### config.mk
export PLATFORM = sky130hd
export DESIGN_NAME = instruction_encoder_loader
export DESIGN_NICKNAME = d
export VERILOG_FILES = /design/src/rtl/instruction_encoder_loader_pkg.sv /design/src/rtl/instruction_encoder_loader_field_packer.sv /design/src/rtl/instruction_encoder_loader.sv
export SDC_FILE = /design/constraint.sdc
export NUM_CORES = 1
export LEC_CHECK = 0
export ABC_AREA = 1
export BUFFER_PORTS_ARGS = -buffer_cell sky130_fd_sc_hd__buf_2
export CORE_MARGIN = 2
export CORE_UTILIZATION = 50
export DETAILED_ROUTE_END_ITERATION = 10
export HOLD_SLACK_MARGIN = 0.05
export PLACE_DENSITY_LB_ADDON = 0.1
export SYNTH_ARGS = -nofsm -noshare
export SYNTH_HDL_FRONTEND = slang
export SYNTH_SLANG_ARGS = --single-unit
export TNS_END_PERCENT = 20
### constraint.sdc
create_clock -name clk -period 2.1 [get_ports clk]
set_input_delay 0.105 -clock clk [delete_from_list [all_inputs] [get_ports clk]]
set_output_delay 0.105 -clock clk [all_outputs]
set_load 0.005 [all_outputs]
### src/rtl/instruction_encoder_loader_pkg.sv
// ============================================================================
// Module      : instruction_encoder_loader_pkg
// Description : Shared formats, opcodes and constants for the RV32I encoder.
// Revision    : 1.0 - initial release
// ============================================================================
`default_nettype none

package instruction_encoder_loader_pkg;

    typedef enum logic [2:0] {
        FMT_R = 3'd0,
        FMT_I = 3'd1,
        FMT_S = 3'd2,
        FMT_B = 3'd3,
        FMT_U = 3'd4,
        FMT_J = 3'd5
    } fmt_e;

    localparam logic [31:0] NOP_INSN  = 32'h0000_0013;

    localparam logic [6:0]  OP_REG    = 7'h33;
    localparam logic [6:0]  OP_IMM    = 7'h13;
    localparam logic [6:0]  OP_STORE  = 7'h23;
    localparam logic [6:0]  OP_BRANCH = 7'h63;
    localparam logic [6:0]  OP_LUI    = 7'h37;
    localparam logic [6:0]  OP_JAL    = 7'h6F;

endpackage

`default_nettype wire

### src/rtl/instruction_encoder_loader_field_packer.sv
// ============================================================================
// Module      : instruction_field_packer
// Description : Combinational RV32I field packer with illegal/misaligned flags.
// Revision    : 1.0 - initial release
// ============================================================================
`default_nettype none

module instruction_field_packer
    import instruction_encoder_loader_pkg::*;
(
    input  logic [2:0]  fmt_i,
    input  logic [6:0]  opcode_i,
    input  logic [4:0]  rd_i,
    input  logic [2:0]  funct3_i,
    input  logic [4:0]  rs1_i,
    input  logic [4:0]  rs2_i,
    input  logic [6:0]  funct7_i,
    input  logic [31:0] imm_i,
    output logic [31:0] word_o,
    output logic        illegal_o,
    output logic        misaligned_o
);

    always_comb begin
        word_o       = NOP_INSN;
        illegal_o    = 1'b0;
        misaligned_o = 1'b0;
        case (fmt_i)
            FMT_R: word_o = {funct7_i, rs2_i, rs1_i, funct3_i, rd_i, opcode_i};
            FMT_I: word_o = {imm_i[11:0], rs1_i, funct3_i, rd_i, opcode_i};
            FMT_S: word_o = {imm_i[11:5], rs2_i, rs1_i, funct3_i, imm_i[4:0], opcode_i};
            FMT_B: begin
                word_o = {imm_i[12], imm_i[10:5], rs2_i, rs1_i, funct3_i,
                          imm_i[4:1], imm_i[11], opcode_i};
                // bit 0 of a branch offset has no slot; flag but still encode
                misaligned_o = imm_i[0];
            end
            FMT_U: word_o = {imm_i[31:12], rd_i, opcode_i};
            FMT_J: begin
                word_o = {imm_i[20], imm_i[10:1], imm_i[11], imm_i[19:12],
                          rd_i, opcode_i};
                misaligned_o = imm_i[0];
            end
            default: illegal_o = 1'b1;
        endcase
    end

endmodule

`default_nettype wire

### src/rtl/instruction_encoder_loader.sv
// ============================================================================
// Module      : instruction_encoder_loader
// Description : Streams encoded RV32I words into consecutive imem addresses.
// Revision    : 1.0 - initial release
// ============================================================================
`default_nettype none

module instruction_encoder_loader
    import instruction_encoder_loader_pkg::*;
#(
    parameter int ADDR_W = 10
) (
    input  logic              clk,
    input  logic              rst,
    input  logic              start,
    input  logic [ADDR_W-1:0] base_addr,
    input  logic [ADDR_W:0]   count,
    input  logic              in_valid,
    output logic              in_ready,
    input  logic [2:0]        fmt,
    input  logic [6:0]        opcode,
    input  logic [4:0]        rd,
    input  logic [2:0]        funct3,
    input  logic [4:0]        rs1,
    input  logic [4:0]        rs2,
    input  logic [6:0]        funct7,
    input  logic [31:0]       imm,
    output logic              mem_we,
    output logic [ADDR_W-1:0] mem_addr,
    output logic [31:0]       mem_wdata,
    output logic              busy,
    output logic              done,
    output logic              err,
    output logic [ADDR_W:0]   emitted
);

    typedef enum logic [1:0] {
        S_IDLE = 2'd0,
        S_RUN  = 2'd1,
        S_DONE = 2'd2
    } state_e;

    state_e state_q, state_d;

    logic [ADDR_W-1:0] base_q;
    logic [ADDR_W:0]   remaining_q;
    logic [ADDR_W:0]   emitted_q;
    logic              mem_we_q;
    logic [ADDR_W-1:0] mem_addr_q;
    logic [31:0]       mem_wdata_q;
    logic              err_q;

    logic [31:0] word;
    logic        illegal;
    logic        misaligned;
    logic        accept;
    logic        session_start;

    instruction_field_packer u_packer (
        .fmt_i        (fmt),
        .opcode_i     (opcode),
        .rd_i         (rd),
        .funct3_i     (funct3),
        .rs1_i        (rs1),
        .rs2_i        (rs2),
        .funct7_i     (funct7),
        .imm_i        (imm),
        .word_o       (word),
        .illegal_o    (illegal),
        .misaligned_o (misaligned)
    );

    assign accept        = in_valid && (state_q == S_RUN);
    assign session_start = start && (state_q == S_IDLE);

    always_comb begin
        state_d = state_q;
        case (state_q)
            S_IDLE: if (start) state_d = (count == '0) ? S_DONE : S_RUN;
            S_RUN:  if (accept && remaining_q == (ADDR_W+1)'(1)) state_d = S_DONE;
            S_DONE: state_d = S_IDLE;
            default: state_d = S_IDLE;
        endcase
    end

    always_ff @(posedge clk) begin
        if (rst) state_q <= S_IDLE;
        else     state_q <= state_d;
    end

    always_ff @(posedge clk) begin
        if (rst) begin
            base_q      <= '0;
            remaining_q <= '0;
            emitted_q   <= '0;
            mem_we_q    <= 1'b0;
            mem_addr_q  <= '0;
            mem_wdata_q <= '0;
            err_q       <= 1'b0;
        end else begin
            mem_we_q <= accept;
            if (session_start) begin
                base_q      <= base_addr;
                remaining_q <= count;
                emitted_q   <= '0;
                err_q       <= 1'b0;
            end else if (accept) begin
                // address wraps naturally in the ADDR_W-bit adder
                mem_addr_q  <= base_q + emitted_q[ADDR_W-1:0];
                mem_wdata_q <= word;
                remaining_q <= remaining_q - (ADDR_W+1)'(1);
                emitted_q   <= emitted_q + (ADDR_W+1)'(1);
                if (illegal || misaligned) err_q <= 1'b1;
            end
        end
    end

    assign in_ready  = (state_q == S_RUN);
    assign busy      = (state_q != S_IDLE);
    assign done      = (state_q == S_DONE);
    assign mem_we    = mem_we_q;
    assign mem_addr  = mem_addr_q;
    assign mem_wdata = mem_wdata_q;
    assign err       = err_q;
    assign emitted   = emitted_q;

endmodule

`default_nettype wire

Yosys cells after proc, flatten, opt, wreduce, memory -nomap -nowiden
Cells that the tools add are included.
- register bits: 78
- output and inout port bits: 58
- $add $sub $neg: 3
- equality and inequality tests: 10
- mux-type cells: 9
- bitwise operators: 1
- reduce and logical (&&, ||, !) cells: 15
- operators with widths (cell ; count):
    32-bit case mux with 6 select lines ; 1
    11-bit two-way mux ; 2
    11-bit by 1-bit adder with 11-bit output, second input constant ; 1
    11-bit by 1-bit equality test with 1-bit output, second input constant ; 1
    11-bit logical NOT ; 1
    11-bit by 1-bit subtractor with 11-bit output, second input constant ; 1
    10-bit adder ; 1
    3-bit by 2-bit equality test with 1-bit output, second input constant ; 2
    3-bit equality test, second input constant ; 2
    2-bit two-way mux ; 3
    2-bit AND reduction ; 3
    6-bit OR reduction ; 1
    2-bit case mux with 2 select lines ; 1
    2-bit nonzero test ; 2
    2-bit OR reduction ; 2
    3-bit by 1-bit equality test with 1-bit output, second input constant ; 1
    1-bit logical AND ; 3
    3-bit logical NOT ; 1
    2-bit by 1-bit equality test with 1-bit output, second input constant ; 1
    2-bit equality test, second input constant ; 1
    2-bit logical NOT ; 1
    1-bit two-way mux ; 2
    2-bit by 1-bit inequality test with 1-bit output, second input constant ; 1
    2-bit inequality test, second input constant ; 1
    other kinds (2) ; 2

Longest topological paths before layout
Gate-level depths: netlist of the first run.
- word-level depth: 5
- gate-level depth with buffers: 11
- gate-level depth less buffers: 11

By module
Synthesis of the first run repeated with hierarchy kept, for this count alone.
- cell total of the unflattened synthesis: 639
- area total of the unflattened synthesis: 4311.6 µm²
- modules (own cells, without submodules) (module ; times used ; cells an instance ; area each (µm²) ; seq. area each (µm²)):
    instruction_encoder_loader ; 1 ; 510 ; 3648.5 ; 1561.5
    instruction_field_packer ; 1 ; 129 ; 663.1 ; 0.0

Worst setup path after synthesis of the first run
Ideal clock, no wire load.
- kind: register to register
- start point: reg emitted_q[0], in the netlist emitted[0]
- end point: reg mem_addr_q[4], in the netlist mem_addr[4]
- data arrival time: 1684 ps
- data required time: 2026 ps
- slack: 342 ps
- stages on the path, launching flop included: 9
- cells stage by stage: dfxtp_1 > ha_1 > inv_1 > fa_1 > nand3b_1 > nand2_1 > inv_1 > or2_2 > a31oi_1
- longest elaborated chain between the ends: 1
- RTL lines (element ; line ; text):
    start, declared ; instruction_encoder_loader.sv:47 ; logic [ADDR_W:0] emitted_q;
    start signal, assigned ; instruction_encoder_loader.sv:112 ; emitted_q <= emitted_q + (ADDR_W+1)'(1);
    10-bit adder ; instruction_encoder_loader.sv:109 ; mem_addr_q <= base_q + emitted_q[ADDR_W-1:0];
    end signal, assigned ; instruction_encoder_loader.sv:109 ;
    end, declared ; instruction_encoder_loader.sv:49 ; logic [ADDR_W-1:0] mem_addr_q;
No other way between the ends.
A chain may end at the register's enable or synchronous reset.

Worst setup path after layout of the first run
Same ends and word-level chain as after synthesis.

==> results.md, run 1 <==
- Path type of the worst min-delay path: in2reg
- Synthesized net count: 711
- Async SR Flop Fraction: 0
- Crit Path Class: reg2reg
- Worst Setup Slack, final: between 150 and 200 ps
- Yosys reg bits: 78
- VDD IR max: 0.000337 V
- Worst min-delay path startpoint: imm[16]
- Fin Setup TNS: 0 ps
- Initial Util: 0.514
- Avg Cell Area, Syn: just under 7 um2
- Final routed DRC violation total: 0
- Post-CTS resize count: 0
- Die area: 0.00916 mm2
- Share of cells above drive strength 1: 0.275
- Area delta synth->final: 31.4%
- Worst-Skew Late Latency: 350 ps
- CTS tree: done
- IO Pins: 150
- Design Power: 0.00352 W
- Initial DRC Count: approximately 220
- Reg2Reg Launch Point: emitted[0]$_SDFFE_PP0P_
- Row cnt: 33
- Inserted Clock Buffers: 9
- Via count: approximately 4600
- Crit path DAT: around 2200 ps
- Number of global-route vias before repair: 4290
- Post-synth top area share: 0.371
- Sink of the worst hold path: mem_wdata[16]$_SDFFE_PP0P_
- Syn. warnings: 0
- Final setup vio count: 0
- Worst setup SP type: register
- Core Region: 0.00818 mm2
- Top cells by area, synth: dfxtp_1 37%, nand2_1 16%, a21oi_1 6.4%
- Required @ worst endpoint: 2370 ps
- H-tree level count: 3
- Fin nets: 889
- Overflow after GRT: 0
- Pwr Density: 638 mW/mm2
- WHS Path Cells: 3
- TritonRoute pass-1 iters: 5
- Ant diodes: 0
- Number of synthesized flops with an enable pin: 0
- Clock slew at reported path FFs: 90 ps
- Slew HR: 0.468
- Clock root buffer: clkbuf_8
- Tcrit/Tclk final: 0.926
- First-pass GRT wire length: between 15 and 20 mm
- Per-cell routed wire length: between 10 and 15 um
- Final min period: 1940 ps
- Worst R2R End: mem_addr[4]$_SDFFE_PP0P_
- Clk_skew: 7.46 ps
- Post-DR vias/cell: 5.15
- R2r worst-path depth: 8
- Synth cell count leaders: 180 x nand2_1, 78 x dfxtp_1, 63 x nor2_1
- Synth Flop Type: dfxtp_1
- Place WS: 153 ps
- Synth area leader: dfxtp_1
- Crit-path max FO: 5
- Register area share after synthesis: 0.371
- Slew Viols, Final: 0
- Fin util: 0.676
- RSZ-0062 raised after global routing: no
- Hold Violations, Final: 0
- Largest net degree at the start of global routing: 37
- Reg2Reg Setup Slack: 160 ps
- Chip height: around 96 um
- Antenna Nets Post-Route: 0
- DP HPWL: 8.98 mm
- Most common cell in the netlist: nand2_1
- Clock Sinks: 78
- Status: finished clean
- Max-cap violations: 0
- Gr usage total: 0.274
- P_leak: 2.69 nW
- Initial antenna violation count: 0
- Netlist cell types: 38
- Cell area after synthesis: 0.00421 mm2
- WL final: 12.3 mm
- Die W: between 90 and 100 um
- GPL Wtd Cong: 0.892
- Setup crit end kind: register
- Cells after Synth: 606
- Achievable frequency: between 500 and 600 MHz
- IO buf count: ~150
- Clock tree buffer depth: 2
- Worst-Margin Slew: 795 ps
-- worst max path at each step --
stage | from | to | slack (ps)
4_1_cts | state_q[1]$_SDFFE_PP0P_ | mem_wdata[11]$_SDFFE_PP0P_ | 140
2_1_floorplan | emitted[0]$_SDFFE_PP0P_ | mem_addr[4]$_SDFFE_PP0P_ | 340
3_3_place_gp | emitted[0]$_SDFFE_PP0P_ | mem_addr[4]$_SDFFE_PP0P_ | 270
5_1_grt | emitted[0]$_SDFFE_PP0P_ | mem_addr[4]$_SDFFE_PP0P_ | 30
3_5_place_dp | emitted[0]$_SDFFE_PP0P_ | mem_addr[4]$_SDFFE_PP0P_ | 150
6_report | emitted[0]$_SDFFE_PP0P_ | mem_addr[4]$_SDFFE_PP0P_ | 160
-- cells by family (layout without fill, tap and decap cells) --
family / count (synthesis) / after routing / synth area share
AND/OR/NAND/NOR: 311 / 311 / 0.316
AO/OA/AOI/OAI: 120 / 120 / 0.169
flip-flops: 78 / 78 / 0.371
buffers and inverters: 75 / 258 / 0.0839
adder cells (fa/ha/maj): 13 / 13 / 0.0405
XOR/XNOR: 9 / 9 / 0.0187
-- metrics by stage --
| step | hold WS (ps) | instance area (um2) | instances |
|---|---|---|---|
| 2_1_floorplan | 248 | 4210 | 606 |
| 5_1_grt | 56.9 | 5530 | 894 |
| 3_5_place_dp | 366 | 5010 | 847 |
| 6_report | 59.5 | 5530 | 894 |
| 3_3_place_gp | 357 | 5010 | 847 |
| 4_1_cts | 51.4 | 5510 | 892 |
-- cell type report --
type | count | area, um2
clock buffers | 10 | 138
clock inverters | 6 | 68.8
fillers | 717 | 2650
inverters | 53 | 201
multi-input cells | 453 | 2290
flip-flops and latches | 78 | 1560
well taps | 105 | 131
repair buffers | 189 | 1130
-- cell usage in the layout, fill, tap and decap left out, types with 3 or more instances in the layout --
cell type        n
nand2_1        180
buf_2          149
dfxtp_1         78
nor2_1          63
a21oi_1         54
inv_1           48
o21ai_0         35
dlygate4sd3_1   30
nand3_1         29
ha_1            12
or2_2           10
clkbuf_8        10
buf_4            9
xor2_1           8
nor3_1           7
o211ai_2         6
a21oi_2          6
nand4_1          5
a31oi_1          5
inv_2            4
nor2_4           4
nand2_2          3
o221a_2          3
o211ai_1         3
o21ai_1          3
-- per-layer routing --
metal | up-vias | wire length, um | GRT usage | part of all wire
li1 | 2332 | - | - | -
met1 | 2061 | 5120 | 0.319 | 0.42
met2 | 179 | 5990 | 0.498 | 0.49
met3 | 29 | 839 | 0.0470 | 0.068
met4 | 0 | 367 | 0.104 | 0.030
met5 | - | 0 | 0 | 0
-- worst max-delay path, cell delays in order (launching register included) --
cell and delay, ps:
dfxtp_1 410, ha_1 230, inv_1 70, fa_1 410, nand3b_1 170, nand2_1 120
inv_1 60, or2_2 270, a31oi_1 120
-- sequential cells by signal, indices dropped and copies added, names as in the netlist --
signal,count
mem_wdata,32
mem_addr,10
err,1
mem_we,1
remaining_q,11
state_q,2
emitted,11
base_q,10
-- power breakdown --
group	internal (W)	switching [W]
Clock	0.000590	0.000581
Combinational	0.000315	0.000416
Sequential	0.00157	0.0000535
Total	0.00247	0.00105
-- repair_timing --
action / in CTS / in global routing
hold endpoints to repair: 26 / 1
buffers inserted: 0 / 1
hold buffers: 29 / 1
setup endpoints to repair: 0 / 1
No activity file was read; power rests on OpenSTA's default activity.
==> run 2: changes to the inputs <==
ABC_AREA = not set   (was 1)
CORE_UTILIZATION = 49   (was 50)
MAX_ROUTING_LAYER = met4   (was not set)
==> run 2 against run 1 <==
Area after synthesis fell by 9.7%. Cell count fell by 16%. First-iteration DRC count fell by 7.2%. Largest power group unchanged.
==> results.md, run 2 <==
- Antenna Nets Post-Route: 0
- Fin util: 0.677
- Synthesized net count: about 580
- Pwr Density: 658 mW/mm2
- Post-Place Cell Area: around 0.0047 mm2
- Worst-Skew Late Latency: between 300 and 400 ps
- Register area share after synthesis: 0.411
- First-pass GRT wire length: 17.0 mm
- Syn. warnings: 0
- Required @ worst endpoint: 2380 ps
- Worst path cell trace: or4_4, or4_4, or2_4, or3_1, a31oi_1
- Hold Violations, Final: 0
- Clk_skew: 12.0 ps
- Synth Flop Type: dfxtp_1
- Slew Viols, Final: 0
- Avg Cell Area, Syn: 8.08 um2
- Crit path DAT: about 2300 ps
- Ant diodes: 0
- Final setup vio count: 0
- Crit-path max FO: 4
- Yosys reg bits: between 70 and 80
- Slowest Stage Delay on Critical Path: 550 ps
- CTS tree: done
- Most used cell, CP: or4_4
- FF/Latch Area: 0.00156 mm2
- Achievable frequency: 489 MHz
- Via count: approximately 4100
- Number of global-route vias before repair: approximately 3700
- Wl on met1: 4.80 mm
- Met3 wire len: between 500 and 600 um
- Cells after Synth: 470
- Most frequent cells in the layout: 149 x buf_2, 78 x dfxtp_1, 63 x nor2_1
- WL final: 10.6 mm
- Filler cells: 684
- Synth cell count leaders: 78 x dfxtp_1, 63 x nor2_1, 49 x nand2_1
- Share of cells above drive strength 1: 0.296
- Final routed DRC violation total: 0
- Cell area after synthesis: 0.00380 mm2
- Fin nets: between 700 and 800
- VDD IR max: 0.000405 V
- Netlist cell types: 45
- Post-DR vias/cell: 5.48
- Die W: 92.0 um
- Path type of the worst min-delay path: in2reg
- Most common cell after layout, fill and taps aside: buf_2
- Per-cell routed wire length: 14.1 um
- DR top layer: met4
- Core Region: 0.00761 mm2
- Place WS: 6.30 ps
- Top cells by area, synth: dfxtp_1 41%, nor2_1 6.2%, a21oi_1 5.7%
- Max-cap violations: 0
- Initial antenna violation count: 0
- Initial Util: 0.499
- Dpl cells: 706
- Area of the multi-input gates: 0.00211 mm2
- IO buf count: 149
- Most common cell in the netlist: dfxtp_1
- Initial DRC Count: 206
- Tcrit/Tclk final: 0.975
- TritonRoute pass-1 iters: 5
- Async SR Flop Fraction: 0
- Status: finished clean
- Clock Sinks: 78
- Fin Setup TNS: 0 ps
- Inserted Clock Buffers: 9
- Clock slew at reported path FFs: 80 ps
- Slew HR: 0.587
- P_leak: approximately 2.3 nW
- Chip height: ~92 um
- Die area: ~0.0085 mm2
- GPL Wtd Cong: about 0.84
- Number of synthesized flops with an enable pin: 0
- Slowest-stage cell, CP: or4_4
- Post-synth top area share: 0.411
- Crit Path Class: reg2reg
- IO Pins: 150
- Worst setup SP type: register
- Overflow after GRT: 0
- Row cnt: 32
- Worst-Margin Slew: 619 ps
- Clock tree buffer depth: 2
- Cell area after layout: between 0.005 and 0.006 mm2
- RSZ-0062 raised after global routing: yes
- Max reg flops: 32
- Clock root buffer: clkbuf_8
- Final min period: 2050 ps
- Gr usage total: 0.252
- Post-CTS Setup Bufs: 0
- Setup crit end kind: register
- Largest net degree at the start of global routing: 34
- Area delta synth->final: 35.5%
- Routed wire length on met2: 4.93 mm
- DP HPWL: between 7 and 8 mm
- Worst Setup Slack, final: 53.5 ps
- H-tree level count: 3
- Final Non-Filler Cells: 747
- Synth area leader: dfxtp_1
## run 2: report_power, final
part	internal, W	switching [W]
Clock	0.000609	0.000542
Combinational	0.000297	0.000328
Sequential	0.00156	0.0000493
Total	0.00247	0.000919
## run 2: logic make-up after synthesis
kind of cell,count (synthesis),share of synthesized area
flip-flops,78,0.411
buffers and inverters,41,0.0405
XOR/XNOR,7,0.0161
AND/OR/NAND/NOR,188,0.232
adder cells (fa/ha/maj),13,0.0448
multiplexers,2,0.00527
AO/OA/AOI/OAI,141,0.250
## run 2: layer usage
metal  up-vias  GRT usage
met5         -          -
met4         0      0.104
met3        21     0.0427
met2       121      0.392
met1      1897      0.327
li1       2054          -
## run 2: final cells by class
cell class / count / area share
multi-input cells: 351 / 0.409
flip-flops and latches: 78 / 0.303
repair buffers: 190 / 0.217
clock buffers: 12 / 0.0301
well taps: 102 / 0.0248
clock inverters: 4 / 0.00875
inverters: 10 / 0.00729
## run 2: path summary, 6_finish.rpt
| kind | startpoint | to | slack (ps) | cells past startpoint |
|---|---|---|---|---|
| worst max register to register | remaining_q[2]$_SDFFE_PP0P_ | remaining_q[10]$_SDFFE_PP0P_ | 50 | 5 |
| worst max-delay path | remaining_q[2]$_SDFFE_PP0P_ | remaining_q[10]$_SDFFE_PP0P_ | 50 | 5 |
| worst min register to register | mem_addr[3]$_SDFFE_PP0P_ | mem_addr[3]$_SDFFE_PP0P_ | 460 | 2 |
| worst min-delay path | imm[17] | mem_wdata[17]$_SDFFE_PP0P_ | 60 | 3 |
## run 2: worst max-delay path, delay by kind of cell, from the launching register on
family,cells,cell delay [ps]
AO/OA/AOI/OAI,1,120
flip-flops,1,320
AND/OR/NAND/NOR,4,1540
## run 2: through the flow
step / power [W] / hold WS [ps]
CTS: 0.00341 / 50.7
global route: 0.00356 / 72.3
global placement: 0.00222 / 337
floorplan: 0.00199 / 241
finish: 0.00339 / 58.7
detailed placement: 0.00223 / 349
## run 2: repair_timing
item,CTS,global route
hold buffers,25,0
resized for setup,0,3
pin swaps,1,2
endpoints found under the setup margin,1,2
hold endpoints to repair,25,0
==> run 3: changes to the inputs <==
MAX_ROUTING_LAYER = not set   (was met4)
==> run 3 against run 2 <==
Critical path depth unchanged. Highest routed layer unchanged. Die area unchanged. Utilization stayed put. Largest power group unchanged. Global-route usage is 0.70 points lower. Sequential share of layout area unchanged. Critical endpoint unchanged. First-iteration DRC count decreased by 3.9%.
==> results.md, run 3 (synthesized netlist as in run 2, its figures left out) <==
- Antenna Nets Post-Route: 0
- DP HPWL: around 7.6 mm
- IO Pins: 150
- Core Region: 0.00761 mm2
- Crit path DAT: 2330 ps
- WL final: between 10 and 15 mm
- Final setup vio count: 0
- Post-CTS Setup Bufs: 0
- Post-Place Cell Area: around 0.0047 mm2
- Achievable frequency: 489 MHz
- Area of the multi-input gates: 0.00211 mm2
- Slew HR: 0.582
- Worst-Skew Late Latency: 360 ps
- FF/Latch Area: 0.00156 mm2
- Die area: 0.00847 mm2
- Status: finished clean
- Share of cells above drive strength 1: 0.296
- Clk_skew: around 12 ps
- Row cnt: 32
- Area delta synth->final: 35.5%
- Max-cap violations: 0
- Initial DRC Count: between 150 and 200
- Pwr Density: between 600 and 700 mW/mm2
- Required @ worst endpoint: between 2000 and 2500 ps
- Cell area after layout: 0.00515 mm2
- Chip height: 92.0 um
- First-pass GRT wire length: ~17 mm
- Post-DR vias/cell: 5.49
- Gr usage total: 0.245
- Reg2Reg Setup Slack: 50 ps
- Largest net degree at the start of global routing: 34
- Number of global-route vias before repair: 3700
- Clock tree buffer depth: 2
- Crit Path Class: reg2reg
- Initial antenna violation count: 0
- Clock root buffer: clkbuf_8
- Via count: 4103
- Die W: 92.0 um
- Clock slew at reported path FFs: roughly 80 ps
- VDD IR max: about 0.00040 V
- TritonRoute pass-1 iters: 5
- Place WS: 6.30 ps
- Fin nets: 745
- Most frequent cells in the layout: 149 x buf_2, 78 x dfxtp_1, 63 x nor2_1
- IO buf count: 149
- CTS tree: done
- Filler cells: 684
- Initial Util: 0.499
- Clock Sinks: a little under 80
- RSZ-0062 raised after global routing: yes
- Fin util: 0.677
- Slew Viols, Final: 0
- Worst setup SP type: register
- H-tree level count: 3
- Path type of the worst min-delay path: in2reg
- P_leak: 2.26 nW
- Inserted Clock Buffers: 9
- Hold Violations, Final: 0
- Max reg flops: 32
- GPL Wtd Cong: 0.827
- Most common cell after layout, fill and taps aside: buf_2
- Crit-path max FO: 4
- Tcrit/Tclk final: 0.975
- Overflow after GRT: 0
- Worst Setup Slack, final: 53.5 ps
- Ant diodes: 0
- Per-cell routed wire length: 14.1 um
- Worst-Margin Slew: around 630 ps
- Setup crit end kind: register
- Final min period: 2050 ps
- Final routed DRC violation total: 0
run 3: final cells by class:
type | instances | area share
Clock buffer | 12 | 0.0301
Clock inverter | 4 | 0.00875
Inverter | 10 | 0.00729
Multi-Input combinational cell | 351 | 0.409
Sequential cell | 78 | 0.303
Tap cell | 102 | 0.0248
Timing Repair Buffer | 190 | 0.217
run 3: stage by stage:
step / TNS (ps) / instances / total power, W / hold WS [ps]
6_report: 0 / 747 / 0.00339 / 57.2
5_1_grt: -35.6 / 747 / 0.00356 / 72.3
4_1_cts: 0 / 747 / 0.00341 / 50.7
3_5_place_dp: 0 / 706 / 0.00223 / 349
3_3_place_gp: 0 / 706 / 0.00222 / 337
2_1_floorplan: 0 / 470 / 0.00199 / 241
run 3: worst paths after layout:
kind | start | to | cells after the start
max | remaining_q[2]$_SDFFE_PP0P_ | remaining_q[10]$_SDFFE_PP0P_ | 5
min | imm[17] | mem_wdata[17]$_SDFFE_PP0P_ | 3
max reg2reg | remaining_q[2]$_SDFFE_PP0P_ | remaining_q[10]$_SDFFE_PP0P_ | 5
min reg2reg | mem_addr[3]$_SDFFE_PP0P_ | mem_addr[3]$_SDFFE_PP0P_ | 2
run 3: metal layers:
metal	wire length, um	vias up	global-route usage	part of all wire
li1	-	2055	-	-
met4	234	0	0.104	0.022
met3	610	21	0.0452	0.058
met1	4780	1913	0.325	0.45
met2	4950	114	0.392	0.47
met5	0	-	0	0
run 3: where the power goes:
part	leakage, nW	internal, W	switching [W]
Combinational	1.52	0.000297	0.000329
Clock	0.106	0.000609	0.000542
Sequential	0.636	0.00156	0.0000492
Total	2.26	0.00247	0.000920
run 3: timing repair:
action | CTS | global route
endpoints found under the hold margin | 25 | 0
resized for setup | 0 | 3
pin swaps | 1 | 2
hold buffers | 25 | 0
setup endpoints to repair | 1 | 2
run 3: critical path, stage by stage (launching register included):
cell and delay (ps):
dfxtp_1 320, or4_4 550, or4_4 440, or2_4 250, or3_1 300, a31oi_1 120
